**src/rtl/comb_decimator.sv**
```systemverilog
// CIC comb stage with decimation: every RATE-th input sample is differenced
// against the sample DELAY decimated steps earlier (modulo 2^WIDTH).
module comb_decimator #(
    parameter int WIDTH = 10,
    parameter int RATE  = 4,
    parameter int DELAY = 1
) (
    input  logic             system1000,
    input  logic             system1000_rstn,
    input  logic [WIDTH-1:0] in_i,
    input  logic             sync_clr,
    output logic [WIDTH-1:0] out_o,
    output logic             out_valid
);

    localparam int CW = (RATE > 1) ? $clog2(RATE) : 1;
    localparam logic [CW-1:0] LAST = CW'(RATE - 1);

    logic [CW-1:0]    cnt_q, cnt_d;
    logic [WIDTH-1:0] hist_q [DELAY];
    logic [WIDTH-1:0] hist_d [DELAY];
    logic [WIDTH-1:0] out_q, out_d;
    logic             valid_q, valid_d;
    logic             dec;

    always_comb begin
        dec     = (cnt_q == LAST);
        cnt_d   = dec ? '0 : cnt_q + CW'(1);
        hist_d  = hist_q;
        out_d   = out_q;
        valid_d = 1'b0;
        if (sync_clr) begin
            cnt_d  = '0;
            hist_d = '{default: '0};
            out_d  = '0;
        end else if (dec) begin
            // in_i is only consumed here, so X on other edges never reaches state
            out_d     = in_i - hist_q[DELAY-1];
            hist_d[0] = in_i;
            for (int unsigned i = 1; i < DELAY; i++) begin
                hist_d[i] = hist_q[i-1];
            end
            valid_d = 1'b1;
        end
    end

    always_ff @(posedge system1000 or negedge system1000_rstn) begin
        if (!system1000_rstn) begin
            cnt_q   <= '0;
            hist_q  <= '{default: '0};
            out_q   <= '0;
            valid_q <= 1'b0;
        end else begin
            cnt_q   <= cnt_d;
            hist_q  <= hist_d;
            out_q   <= out_d;
            valid_q <= valid_d;
        end
    end

    assign out_o     = out_q;
    assign out_valid = valid_q;

endmodule

```
**config.mk**
```make
export PLATFORM = sky130hd
export DESIGN_NAME = comb_decimator
export DESIGN_NICKNAME = d
export VERILOG_FILES = /design/src/rtl/comb_decimator.sv
export SDC_FILE = /design/constraint.sdc
export NUM_CORES = 1
export LEC_CHECK = 0
export ABC_CLOCK_PERIOD_IN_PS = 2300
export CORE_AREA = 5 5 58 65
export DETAILED_ROUTE_END_ITERATION = 12
export DIE_AREA = 0 0 63 70
export HOLD_SLACK_MARGIN = 0.06
export MAX_ROUTING_LAYER = met4
export PLACE_DENSITY = 0.73
export SLEW_MARGIN = 20
export SYNTH_ARGS = -nofsm -noshare
export SYNTH_HDL_FRONTEND = slang
export SYNTH_SLANG_ARGS = --single-unit
```
**constraint.sdc**
```tcl
create_clock -name system1000 -period 2.3 [get_ports system1000]
set_input_delay 0.46 -clock system1000 [delete_from_list [all_inputs] [get_ports system1000]]
set_output_delay 0.46 -clock system1000 [all_outputs]
set_load 0.02 [all_outputs]
```
==> metrics.cfg, run 1 <==
[clocking]
clock_sink_count = 23
cts_resized = 0
htreeDepth = 1
clock_tree.root_cell = clkbuf_4
cts_buffer_depth = 2
cts_tree = built
cts_buffers = 3
hold_buffers = 0
clkTransAtPathRegs_ns = 0.13
cts_setup_buffers = 0
clock_latency_ns = 0.31

[timing]
fin_ws_ns = 0.208
setup_viol = 0
maxSlewViolCount = 0
post-route-period-util_pct = 90.9
fin_skew_ns = 0.00105
rsz0062_at_grt = no
period_needed_ns = 2.09
worst_pin_slew_ns = 0.452
relSlewSlack_pct = 69.9
tns_ns = 0
finalHoldViolCount = 0
max_freq_mhz = 478

[yosys]
ys_warn_count = 0
syn-cell-area_sq_um = 1450
yosysSeqAreaShare_pct = 39.6
synth_nets = 179
yosys_register_bits = 23
syn_avg_cell_area_sq_um = 9.37
synth_cell_type_count = 38
syn_inst = 155

[flow_run]
maxCapViolations = 0

[die]
start_util_pct = 48.1
core-area_sq_um = 3020
die_h_um = 70
dieArea_sq_um = 4410
num_rows = 21
die_x_um = 63
ios = 24

[global_route]
first_global_vias = 1252
antenna_found_initial = 0
grt_pass1_wl_um = 5510
gr-usage-all-layers_pct = 15.4
grt-ovfl-total = 0
grt_max_degree = 24

[pwr]
p_per_area_nw_per_um2 = 484
leakagePower_nw = 0.757
ir_worst_vdd_mv = 0.379

[detailed_routing]
antenna_left = 0
wl_met1_um = 1430
vias_per_cell = 5.66
drc = 0
vias = 1234
routed_wl_um = 3140
wl_per_cell_um = 14.4
initialDrtViolationCount = 41
top_layer = met4
wl_met3_um = 95
wl_met2_um = 1590
drt-pass1-iter-count = 4

[min_path]
hold_class = reg2reg

[final_layout]
area_growth_pct = 22.7
final_common_cell = nor2_1
drive_above_1_share_pct = 9.78
diodes = 0
nets = 209
mostFrequentLayoutCells = nor2_1, dfrtp_1, clkdlybuf4s50_1

[worst_setup_path]
endpoint_kind = flop
worstSetupPathType = in2reg
path_max_fanout = 5
worstSetupStartpointType = input port
worstPathRequired_ns = 2.50
crit_arrival_ns = 2.29

[placed_design]
finalWeightedCongestion = 0.915
port_buffers = 23
place_ws_ns = -0.122
hpwl_um = 2490

[run_status]
outcome = complete, no violations

==> cell type report <==
class / instances / area (sq um)
clock buffers: 4 / 26.3
fillers: 269 / 1240
inverters: 13 / 48.8
multi-input cells: 112 / 792
flip-flops and latches: 23 / 576
well taps: 34 / 42.5
repair buffers: 32 / 298
==> power breakdown <==
part | internal, mW | switching (mW) | total (mW)
clock | 0.0677 | 0.124 | 0.192
sequential | 0.424 | 0.0104 | 0.434
combinational | 0.107 | 0.129 | 0.237
total | 0.599 | 0.264 | 0.863
==> synth_stat cells <==
| library cell | instances | area, sq um |
|---|---|---|
| a2111o_1 | 1 | 11.3 |
| a211o_1 | 1 | 8.76 |
| a211oi_1 | 2 | 15.0 |
| a21bo_2 | 1 | 10.0 |
| a21o_1 | 1 | 7.51 |
| a21oi_1 | 8 | 40.0 |
| a22oi_1 | 1 | 7.51 |
| a32oi_1 | 1 | 8.76 |
| and2b_1 | 1 | 7.51 |
| buf_1 | 1 | 3.75 |
| buf_2 | 5 | 25.0 |
| buf_4 | 1 | 7.51 |
| dfrtp_1 | 23 | 576 |
| fa_1 | 1 | 20.0 |
| ha_1 | 10 | 125 |
| inv_1 | 12 | 45.0 |
| inv_2 | 1 | 3.75 |
| mux2i_1 | 11 | 110 |
| nand2_1 | 6 | 22.5 |
| nand2b_1 | 1 | 6.26 |
| nand3_1 | 1 | 5.00 |
| nand3b_1 | 2 | 15.0 |
| nand4_1 | 1 | 6.26 |
| nor2_1 | 27 | 101 |
| nor2b_1 | 4 | 25.0 |
| nor3_1 | 2 | 10.0 |
| nor4_1 | 1 | 6.26 |
| o2111ai_1 | 5 | 43.8 |
| o211ai_1 | 3 | 22.5 |
| o211ai_2 | 2 | 25.0 |
| o21a_1 | 5 | 37.5 |
| o21ai_0 | 4 | 20.0 |
| o21ai_1 | 1 | 5.00 |
| o21ba_2 | 2 | 20.0 |
| o31a_1 | 1 | 8.76 |
| or3_1 | 2 | 12.5 |
| or4b_1 | 1 | 10.0 |
| xnor2_1 | 2 | 17.5 |
==> per-stage QoR <==
step / instances / cell area, sq um / utilization [%] / hold WS, ns / total power, mW
6_report: 218 / 1780 / 59.0 / 0.446 / 0.863
5_1_grt: 218 / 1780 / 59.0 / 0.484 / 0.908
4_1_cts: 218 / 1780 / 59.0 / 0.445 / 0.871
3_5_place_dp: 214 / 1760 / 58.1 / 0.427 / 0.678
3_3_place_gp: 214 / 1760 / 58.1 / 0.419 / 0.671
2_1_floorplan: 155 / 1450 / - / 0.164 / 0.587
==> state kept, by name, summed over array words and instances, names as in the netlist <==
name / count
hist_q: 10
out_o: 10
cnt_q: 2
out_valid: 1
==> routing by layer <==
layer | track usage [%] | vias to the layer above
met4 | 4.95 | 0
met3 | 2.24 | 4
met1 | 19.0 | 605
met2 | 25.8 | 24
li1 | - | 601
met5 | - | -
==> cells by family (layout without fill, tap and decap cells) <==
group                      after synthesis  after routing  share of synthesized area [%]
AOI/OAI and AO/OA                       39             39                           20.1
xor gates and xnor gates                 2              2                           1.21
adders and majority gates               11             11                           9.99
buffers and inverters                   20             49                           5.86
DFF                                     23             23                           39.6
muxes                                   11             11                           7.58
and+or+nand+nor                         49             49                           15.7
==> worst max-delay path, cell delays in order <==
cell and delay [ns]:
clkdlybuf4s50_1 0.48, inv_1 0.05, ha_1 0.21, fa_1 0.38, and2b_1 0.21, o31a_1 0.23, o21a_1 0.18, o211ai_2 0.09
==> final timing paths <==
path / startpoint / end / slack (ns) / cells after the start
worst max-delay path: in_i[0] / out_o[8] / 0.21 / 8
worst max register to register: hist_q[0] / out_o[8] / 0.48 / 6
worst min register to register: cnt_q[0] / cnt_q[0] / 0.45 / 1
min in group asynchronous: system1000_rstn / out_o[7] / 0.49 / 2
worst min-delay path: cnt_q[0] / cnt_q[0] / 0.45 / 1
max in group asynchronous: system1000_rstn / cnt_q[0] / 1.59 / 2
(Power assumes the default switching activity.)
==> inputs of run 2 (changes only) <==
--- a/config.mk
+++ b/config.mk
@@ -6,6 +6,7 @@
 export NUM_CORES = 1
 export LEC_CHECK = 0
 export ABC_CLOCK_PERIOD_IN_PS = 2300
+export CAP_MARGIN = 20
 export CORE_AREA = 5 5 58 65
 export DETAILED_ROUTE_END_ITERATION = 12
 export DIE_AREA = 0 0 63 70
==> results of run 2 <==
No change in the layout: final DEF, timing and power equal those of run 1.
==> inputs of run 3 (changes only) <==
--- a/config.mk
+++ b/config.mk
@@ -10,7 +10,7 @@
 export CORE_AREA = 5 5 58 65
 export DETAILED_ROUTE_END_ITERATION = 12
 export DIE_AREA = 0 0 63 70
-export HOLD_SLACK_MARGIN = 0.06
+export HOLD_SLACK_MARGIN = 0.1
 export MAX_ROUTING_LAYER = met4
 export PLACE_DENSITY = 0.73
 export SLEW_MARGIN = 20
==> results of run 3 <==
No change in the layout: final DEF, timing and power equal those of run 1.
